### src/rtl/ppv_port_alloc_if.sv
// Flit bus between route computation, the port allocator and the crossbar.
// The master drives the in_* flit slots; the slave returns the allocated out_* slots.
interface ppv_port_alloc_if;
    localparam int unsigned NP    = 4;
    localparam int unsigned DIR_W = 2;

    logic [NP-1:0]          in_valid;
    logic [NP*NP-1:0]       in_ppv;
    logic [NP*NP*NP-1:0]    in_pre_nppv;
    logic [NP-1:0]          out_valid;
    logic [NP*DIR_W-1:0]    out_dir;
    logic [NP*NP-1:0]       out_nppv;
    logic [NP-1:0]          out_deflect;

    modport master (
        output in_valid, in_ppv, in_pre_nppv,
        input  out_valid, out_dir, out_nppv, out_deflect
    );

    modport slave (
        input  in_valid, in_ppv, in_pre_nppv,
        output out_valid, out_dir, out_nppv, out_deflect
    );
endinterface

### src/rtl/ppv_port_alloc.sv
// Two-stage output-port allocator: S1 captures flits, allocation picks productive
// ports in round-robin slot order (deflecting when none is free), S2 registers results.
module ppv_port_alloc #(
    parameter int unsigned NUM_PORT = 4,
    parameter int unsigned CNT_W    = 16
) (
    input  logic             clk,
    input  logic             rst_n,
    ppv_port_alloc_if.slave  bus,
    input  logic             cnt_clr,
    output logic [CNT_W-1:0] deflect_cnt
);

    localparam int unsigned DIR_W  = 2;
    localparam int unsigned PPV_W  = NUM_PORT;
    localparam int unsigned NPPV_W = NUM_PORT * NUM_PORT;
    localparam int unsigned POP_W  = 3;
    localparam int unsigned SUM_W  = CNT_W + 1;

    logic [NUM_PORT-1:0]        s1_valid_q, s1_valid_d;
    logic [NUM_PORT*PPV_W-1:0]  s1_ppv_q, s1_ppv_d;
    logic [NUM_PORT*NPPV_W-1:0] s1_nppv_q, s1_nppv_d;
    logic [DIR_W-1:0]           rr_ptr_q, rr_ptr_d;

    logic [NUM_PORT-1:0]        out_valid_q, out_valid_d;
    logic [NUM_PORT*DIR_W-1:0]  out_dir_q, out_dir_d;
    logic [NUM_PORT*PPV_W-1:0]  out_nppv_q, out_nppv_d;
    logic [NUM_PORT-1:0]        out_deflect_q, out_deflect_d;
    logic [CNT_W-1:0]           deflect_cnt_q, deflect_cnt_d;

    logic [NUM_PORT*DIR_W-1:0]  alloc_dir;
    logic [NUM_PORT-1:0]        alloc_defl;
    logic [POP_W-1:0]           defl_num;
    logic [SUM_W-1:0]           cnt_sum;

    function automatic logic [DIR_W-1:0] lowest_bit(input logic [NUM_PORT-1:0] vec);
        logic found;
        lowest_bit = '0;
        found      = 1'b0;
        for (int unsigned p = 0; p < NUM_PORT; p++) begin
            if (vec[p] && !found) begin
                lowest_bit = DIR_W'(p);
                found      = 1'b1;
            end
        end
    endfunction

    // S1 capture and pointer advance; no stall, so input is taken every cycle.
    always_comb begin
        s1_valid_d = bus.in_valid;
        s1_ppv_d   = bus.in_ppv;
        s1_nppv_d  = bus.in_pre_nppv;
        rr_ptr_d   = rr_ptr_q + DIR_W'(|s1_valid_q);
    end

    // Port allocation on S1 contents, visiting slots starting at rr_ptr.
    always_comb begin
        logic [NUM_PORT-1:0] free;
        logic [NUM_PORT-1:0] cand;
        logic [DIR_W-1:0]    slot;
        logic [DIR_W-1:0]    take;
        free       = '1;
        cand       = '0;
        slot       = '0;
        take       = '0;
        alloc_dir  = '0;
        alloc_defl = '0;
        for (int unsigned k = 0; k < NUM_PORT; k++) begin
            slot = rr_ptr_q + DIR_W'(k);
            if (s1_valid_q[slot]) begin
                cand = s1_ppv_q[slot*PPV_W +: PPV_W] & free;
                if (cand == '0) begin
                    cand             = free;
                    alloc_defl[slot] = 1'b1;
                end
                take = lowest_bit(cand);
                alloc_dir[slot*DIR_W +: DIR_W] = take;
                free[take] = 1'b0;
            end
        end
    end

    // S2 next state: results, next-hop selection and saturating deflection count.
    always_comb begin
        logic [DIR_W-1:0] d;
        d             = '0;
        out_valid_d   = s1_valid_q;
        out_dir_d     = alloc_dir;
        out_deflect_d = alloc_defl;
        out_nppv_d    = '0;
        defl_num      = '0;
        for (int unsigned i = 0; i < NUM_PORT; i++) begin
            d = alloc_dir[i*DIR_W +: DIR_W];
            if (s1_valid_q[i]) begin
                out_nppv_d[i*PPV_W +: PPV_W] = s1_nppv_q[i*NPPV_W + int'(d)*PPV_W +: PPV_W];
            end
            defl_num = defl_num + POP_W'(alloc_defl[i]);
        end
        cnt_sum = {1'b0, deflect_cnt_q} + SUM_W'(defl_num);
        if (cnt_clr) begin
            deflect_cnt_d = '0;
        end else if (cnt_sum[CNT_W]) begin
            deflect_cnt_d = '1;
        end else begin
            deflect_cnt_d = cnt_sum[CNT_W-1:0];
        end
    end

    always_ff @(posedge clk or negedge rst_n) begin
        if (!rst_n) begin
            s1_valid_q    <= '0;
            s1_ppv_q      <= '0;
            s1_nppv_q     <= '0;
            rr_ptr_q      <= '0;
            out_valid_q   <= '0;
            out_dir_q     <= '0;
            out_nppv_q    <= '0;
            out_deflect_q <= '0;
            deflect_cnt_q <= '0;
        end else begin
            s1_valid_q    <= s1_valid_d;
            s1_ppv_q      <= s1_ppv_d;
            s1_nppv_q     <= s1_nppv_d;
            rr_ptr_q      <= rr_ptr_d;
            out_valid_q   <= out_valid_d;
            out_dir_q     <= out_dir_d;
            out_nppv_q    <= out_nppv_d;
            out_deflect_q <= out_deflect_d;
            deflect_cnt_q <= deflect_cnt_d;
        end
    end

    assign bus.out_valid   = out_valid_q;
    assign bus.out_dir     = out_dir_q;
    assign bus.out_nppv    = out_nppv_q;
    assign bus.out_deflect = out_deflect_q;
    assign deflect_cnt     = deflect_cnt_q;

endmodule

### src/flat_wrapper.sv
// flat-port wrapper written by rule: the top's interface ports become plain ports
module ppv_port_alloc_flat 
#(
    parameter int unsigned NUM_PORT = 4,
    parameter int unsigned CNT_W    = 16
)
  (clk, rst_n, cnt_clr, deflect_cnt, bus_in_valid, bus_in_ppv, bus_in_pre_nppv, bus_out_valid, bus_out_dir, bus_out_nppv, bus_out_deflect);
  ppv_port_alloc_if bus_i ();
  input  logic clk;
  input  logic rst_n;
  input  logic cnt_clr;
  output logic [CNT_W-1:0] deflect_cnt;
  input wire logic [$bits(bus_i.in_valid)-1:0] bus_in_valid;
  input wire logic [$bits(bus_i.in_ppv)-1:0] bus_in_ppv;
  input wire logic [$bits(bus_i.in_pre_nppv)-1:0] bus_in_pre_nppv;
  output wire logic [$bits(bus_i.out_valid)-1:0] bus_out_valid;
  output wire logic [$bits(bus_i.out_dir)-1:0] bus_out_dir;
  output wire logic [$bits(bus_i.out_nppv)-1:0] bus_out_nppv;
  output wire logic [$bits(bus_i.out_deflect)-1:0] bus_out_deflect;
  assign bus_i.in_valid = bus_in_valid;
  assign bus_i.in_ppv = bus_in_ppv;
  assign bus_i.in_pre_nppv = bus_in_pre_nppv;
  assign bus_out_valid = bus_i.out_valid;
  assign bus_out_dir = bus_i.out_dir;
  assign bus_out_nppv = bus_i.out_nppv;
  assign bus_out_deflect = bus_i.out_deflect;
  ppv_port_alloc #(.NUM_PORT(NUM_PORT), .CNT_W(CNT_W)) u_core (.clk(clk), .rst_n(rst_n), .bus(bus_i), .cnt_clr(cnt_clr), .deflect_cnt(deflect_cnt));
endmodule
### config.mk
export PLATFORM = sky130hd
export DESIGN_NAME = ppv_port_alloc_flat
export DESIGN_NICKNAME = d
export VERILOG_FILES = /design/src/rtl/ppv_port_alloc_if.sv /design/src/rtl/ppv_port_alloc.sv /design/src/flat_wrapper.sv
export SDC_FILE = /design/constraint.sdc
export NUM_CORES = 1
export LEC_CHECK = 0
export CAP_MARGIN = 20
export CORE_ASPECT_RATIO = 0.7
export CORE_UTILIZATION = 40
export CTS_CLUSTER_DIAMETER = 50
export DETAILED_ROUTE_END_ITERATION = 8
export GPL_TIMING_DRIVEN = 0
export PLACE_DENSITY = 0.76
export SLEW_MARGIN = 0
export SYNTH_ARGS = -nofsm -noshare
export SYNTH_HDL_FRONTEND = slang
export SYNTH_SLANG_ARGS = --single-unit
### constraint.sdc
create_clock -name clk -period 6.9 [get_ports clk]
set_input_delay 2.07 -clock clk [delete_from_list [all_inputs] [get_ports clk]]
set_output_delay 2.07 -clock clk [all_outputs]
set_load 0.03 [all_outputs]
==> flow_summary.toml, run 1 <==
[outcome]
status = "complete, no violations"

[cells_and_area]
drive_above_1_share_pct = 23.2
fin_cells = 910
n_antenna_cell = 0
multi_input_area_mm2 = 0.00307
regArea_mm2 = 0.00336
syn_to_final_growth_pct = 41.0
final_cell_mix = "132 x clkdlybuf4s50_1, 132 x dfrtp_1, 52 x nand2_1"
n_fill_cell = 1222
fin_area_mm2 = 0.00906
finalCoreUtilization_pct = 58.1
nets = 800

[placed_design]
placed_cell_area_mm2 = 0.00805
dp_cells = 851
portBuffers = 133
hpwl_mm = 12.1
place_congestion = 0.915

[route]
first_pass_iters = 5
drt_wl_total_mm = 16.4
drtIter0Drc = 449
vias = 5032
avgViaCountPerCell = 5.53
drcViolationCount = 0
antenna_left = 0
drt-wirelength-per-cell_um = 18.0

[global_route]
grt.overflow.total = 0
grt_pass1_wl_mm = 26.4
antenna_found_initial = 0
grt_max_degree = 77
grt.total_usage_pct = 21.0
grt_pass1_vias = 5117

[sta]
min_period_ns = 6.56
hold_viol_final = 0
drv_slew = 0
slew_headroom_pct = 56.0
tns_ns = 0
worst_pin_slew_ns = 0.652
setup_viol = 0
period_share_pct = 95.0
fmax_mhz = 152
skew_ns = 0.0122

[hold_path]
hold_class = "reg -> reg"

[logic_synthesis]
syn_nets = 620
ys_warn_count = 0
synth_cell_types = 84
synth_seq_area_share_pct = 52.2
synth_edf_count = 0
synth_flop_cell = "dfrtp_1"
synth_cells = 517
synth-async-reset-ratio_pct = 100
avgSynthCellArea_um2 = 12.4
synth-seq-cells = 134
syn-cell-area_mm2 = 0.00643

[power]
p_per_area_mw_per_mm2 = 477
p_leak_uw = 0.00383
ir_worst_vdd_mv = 0.239

[cts]
cts_tree = "built"
clkSlewWorstSetupHoldPaths_ns = 0.06
holdBufCountCts = 0
clkSinkCount = 134
insertion_delay_ns = 0.42
root_buffer = "clkbuf_16"
cts_max_level = 4
cts_made_buffers = 17
clk_path_buf_depth = 2

[critical_path]
worstPathArrival_ns = 6.89
worstPathMaxFanout = 10
critPathMaxStageDelay_ns = 0.57
path_class = "reg -> reg"
start_kind = "flip-flop"
r2r_slack_ns = 0.34
crit_slowest_cell = "mux4_2"
cp-end-kind = "flip-flop"
crit_required_ns = 7.24

[floorplanning]
die_area_mm2 = 0.0166
initial_core_util_pct = 41.2
io_pins = 135
rows = 38
die_x_um = 154
fp.dieH_um = 108
coreArea_mm2 = 0.0156

[run]
drv_cap = 0
timing repair:
| item | CTS | global route |
|---|---|---|
| setup buffers | 15 | 11 |
| resized for setup | 23 | 29 |
| cloned | 0 | 1 |
| pin swaps | 10 | 16 |
| endpoints found under the setup margin | 16 | 16 |
flip-flops by register name (all words and copies together), names as in the netlist:
| register | count |
|---|---|
| u_core.bus.out_dir | 8 |
| u_core.out_valid_d | 4 |
| u_core.s1_ppv_q | 16 |
| u_core.s1_nppv_q | 64 |
| u_core.bus.out_nppv | 16 |
| u_core.bus.out_deflect | 4 |
| u_core.bus.out_valid | 4 |
| u_core.deflect_cnt | 16 |
| u_core.rr_ptr_q | 2 |
stage by stage:
step	worst slack (ns)	hold slack, ns	power (uW)
global route	-0.0591	0.395	4550
CTS	0.00383	0.387	4150
global placement	-1.60	0.364	2970
detailed placement	-1.24	0.368	2990
finish	0.342	0.387	4320
floorplan	0.0127	0.353	2420
cell type report:
type | instances | area share, %
Inverter | 24 | 1.04
Timing Repair Buffer | 161 | 17.2
Buffer | 14 | 1.45
Clock buffer | 18 | 4.85
Sequential cell | 134 | 37.0
Tap cell | 200 | 2.76
Clock inverter | 14 | 1.77
Multi-Input combinational cell | 345 | 33.9
critical path: cells and delay by family (launching register included):
family,cells,cell delay (ns)
AOI/OAI and AO/OA,9,1.72
and+or+nand+nor,7,1.24
muxes,1,0.57
buffers and inverters,9,1.02
adders and majority gates,5,1.51
DFF,1,0.39
synthesized netlist by cell type (all sizes together) (3+ instances only):
master	instances	share of area [%]
dfrtp	134	52
o31ai	4	0.47
mux2i	13	2.0
o21ai	15	1.7
nand2	52	3.0
nand4	9	0.88
a21bo	3	0.47
a21oi	31	2.5
a221oi	3	0.41
mux2	13	2.3
inv	24	1.4
or3	4	0.47
o21a	4	0.47
nor2b	9	0.91
xor2	7	0.95
ha	14	2.7
nor3	5	0.39
nor4	3	0.29
o311a	3	0.66
o211ai	5	1.1
a21o	3	0.35
mux4	23	8.3
buf	7	0.76
clkbuf	7	0.45
o22ai	8	0.99
o211a	13	2.0
nor2	22	1.5
xnor2	5	0.68
and2	12	1.2
nand3	17	1.4
kinds of logic after synthesis:
| family | after synthesis | synth area share, % |
|---|---|---|
| fa+ha+maj | 16 | 3.35 |
| flops | 134 | 52.2 |
| buf+inv | 38 | 2.61 |
| compound gates | 119 | 15.1 |
| mux | 49 | 12.6 |
| simple gates | 149 | 12.6 |
| xor+xnor | 12 | 1.63 |
routing by layer:
| layer | track usage, % | vias to the layer above | share of wire [%] |
|---|---|---|---|
| met1 | 27.6 | 2491 | 44 |
| met5 | 0 | - | 0 |
| li1 | - | 2287 | - |
| met2 | 32.2 | 233 | 45 |
| met4 | 7.00 | 0 | 1.3 |
| met3 | 7.54 | 21 | 9.5 |
path summary, 6_finish.rpt:
kind                                        from                      end  depth (start not counted)
max                           u_core.rr_ptr_q[0]    u_core.deflect_cnt[0]                         31
min                        u_core.out_valid_d[0]  u_core.bus.out_valid[0]                          0
max reg2reg                   u_core.rr_ptr_q[0]    u_core.deflect_cnt[0]                         31
min reg2reg                u_core.out_valid_d[0]  u_core.bus.out_valid[0]                          0
max in group asynchronous                  rst_n       u_core.rr_ptr_q[0]                          2
min in group asynchronous                  rst_n    u_core.deflect_cnt[7]                          1
where the power goes:
| group | switching (uW) | total [uW] | internal (uW) |
|---|---|---|---|
| registers | 39.7 | 906 | 866 |
| logic | 1440 | 2510 | 1070 |
| clock network | 354 | 904 | 550 |
| total | 1830 | 4320 | 2490 |
Note: power is estimated with default switching activity, not from simulation.
==> run 2: changes to the inputs <==
GPL_TIMING_DRIVEN = default   (was 0)
==> run 2 against run 1 <==
Power is 6.8% lower. Routed wire length is 2.5% lower. Combinational power is 12% lower. Global-route usage is 0.52 points lower. Final cell count is 2.3% lower. Critical endpoint is now u_core.deflect_cnt[15].
==> flow_summary.toml, run 2 (synthesis gave the netlist of run 1 again) <==
[critical_path]
critPathCapture = "u_core.deflect_cnt[15]"
crit_start = "u_core.rr_ptr_q[0]"
reg2reg_to = "u_core.deflect_cnt[15]"
rr_startpoint = "u_core.rr_ptr_q[0]"
crit_required_ns = 7.17
reg2reg_depth = 27
r2r_slack_ns = 0.33
start_kind = "flip-flop"
cp-end-kind = "flip-flop"
path_class = "reg -> reg"
worstPathMaxFanout = 11
worstPathArrival_ns = 6.84

[route]
wl_met3_mm = 1.57
wl_met2_mm = 6.87
drcViolationCount = 0
met1Wirelength_mm = 7.40
drtIter0Drc = 346
top_layer = "met4"
avgViaCountPerCell = 5.48
drt_wl_total_mm = 16.0
first_pass_iters = 5
drt-wirelength-per-cell_um = 18.0
vias = 4876
antenna_left = 0

[cells_and_area]
final_cell_mix = "133 x clkdlybuf4s50_1, 132 x dfrtp_1, 52 x nand2_1"
largest_register_ffs = 64
syn_to_final_growth_pct = 36.1
largest-register = "u_core.s1_nppv_q"
n_antenna_cell = 0
nets = 780
drive_above_1_share_pct = 17.7
layout_commonest_cell = "clkdlybuf4s50_1"

[run]
drv_cap = 0

[hold_path]
hold-path-cell-count = 1
hold_class = "reg -> reg"

[cts]
clkSinkCount = 134
cts_made_buffers = 17
clkSlewWorstSetupHoldPaths_ns = 0.06
cts_max_level = 4
cts_tree = "built"
holdBufCountCts = 0
insertion_delay_ns = 0.42
root_buffer = "clkbuf_16"
clk_path_buf_depth = 2

[outcome]
status = "complete, no violations"

[power]
p_leak_uw = 0.00371
finalPower_uw = 4030
p_per_area_mw_per_mm2 = 460
ir_worst_vdd_mv = 0.241

[global_route]
grt.overflow.total = 0
antenna_found_initial = 0
grt_pass1_vias = 4851
grt_pass1_wl_mm = 25.7
grt_max_degree = 89
grt.total_usage_pct = 20.4

[sta]
drv_slew = 0
slew_headroom_pct = 48.0
setup_viol = 0
skew_ns = 0.0204
period_share_pct = 95.2
rsz0062_at_grt = "yes"
hold_viol_final = 0
fmax_mhz = 152
whs_ns = 0.529
worst_pin_slew_ns = 0.779
min_period_ns = 6.57

[placed_design]
hpwl_mm = 12.0
place_congestion = 0.941
portBuffers = 134

[floorplanning]
die_area_mm2 = 0.0166
fp.dieH_um = 108
rows = 38
die_x_um = 154
io_pins = 135
initial_core_util_pct = 41.2
coreArea_mm2 = 0.0156
run 2: area by class of cell:
cell class                 instances  area (um2)
tap                              200         250
fill                            1288        6840
timing repair buffer             155        1500
sequential                       134        3360
clock buffer                      18         429
inverter                          24        90.1
clock inverter                    13         174
multi-input combinational        345        2950
run 2: routing by layer:
| metal | vias up | global-route usage [%] |
|---|---|---|
| met1 | 2390 | 27.9 |
| met5 | - | 0 |
| met4 | 0 | 5.50 |
| li1 | 2248 | - |
| met3 | 17 | 8.82 |
| met2 | 221 | 29.7 |
run 2: how the worst min path moves through the flow:
stage / startpoint / end
detailed placement: u_core.out_valid_d[1] / u_core.bus.out_valid[1]
finish: u_core.rr_ptr_q[1] / u_core.rr_ptr_q[1]
global placement: u_core.out_valid_d[3] / u_core.bus.out_valid[3]
CTS: u_core.out_valid_d[3] / u_core.bus.out_valid[3]
global route: u_core.rr_ptr_q[1] / u_core.rr_ptr_q[1]
floorplan: u_core.out_valid_d[0] / u_core.bus.out_valid[0]
run 2: worst max-delay path: stages, from the launching register on:
cell and delay [ns]:
dfrtp_2 0.42, buf_4 0.16, mux4_2 0.64, and4bb_4 0.29
a221o_1 0.41, a21oi_2 0.21, o21ai_1 0.13, or3_4 0.46
o211ai_4 0.29, o211ai_2 0.19, and2_4 0.22, nand4_1 0.08
o211ai_1 0.12, ha_1 0.30, inv_1 0.04, fa_1 0.34
inv_1 0.07, ha_1 0.25, ha_1 0.29, a21o_1 0.16
a21oi_1 0.24, nor2_1 0.11, and2_1 0.18, and4_1 0.24
nor2b_1 0.16, and3_1 0.19, o21ai_0 0.17, nor2_1 0.06
run 2: where the power goes:
part	switching (uW)	leakage (uW)	internal [uW]	total, uW
Clock	339	0.000289	572	911
Combinational	1320	0.00178	893	2210
Sequential	38.1	0.00164	867	905
run 2: what timing repair did:
item / CTS / global route
endpoints found under the setup margin: 0 / 16
resized for setup: 0 / 9
setup buffers: 0 / 6
run 2: stage by stage:
step	instances	utilization (%)	instance area (um2)	setup slack, ns	setup TNS [ns]
5_1_grt	889	56.1	8750	-0.00504	-0.00731
3_3_place_gp	852	51.7	8060	0.428	0
4_1_cts	883	55.5	8660	0.174	0
2_1_floorplan	517	-	6440	0.0127	0
6_report	889	56.1	8750	0.329	0
3_5_place_dp	852	51.7	8060	0.185	0
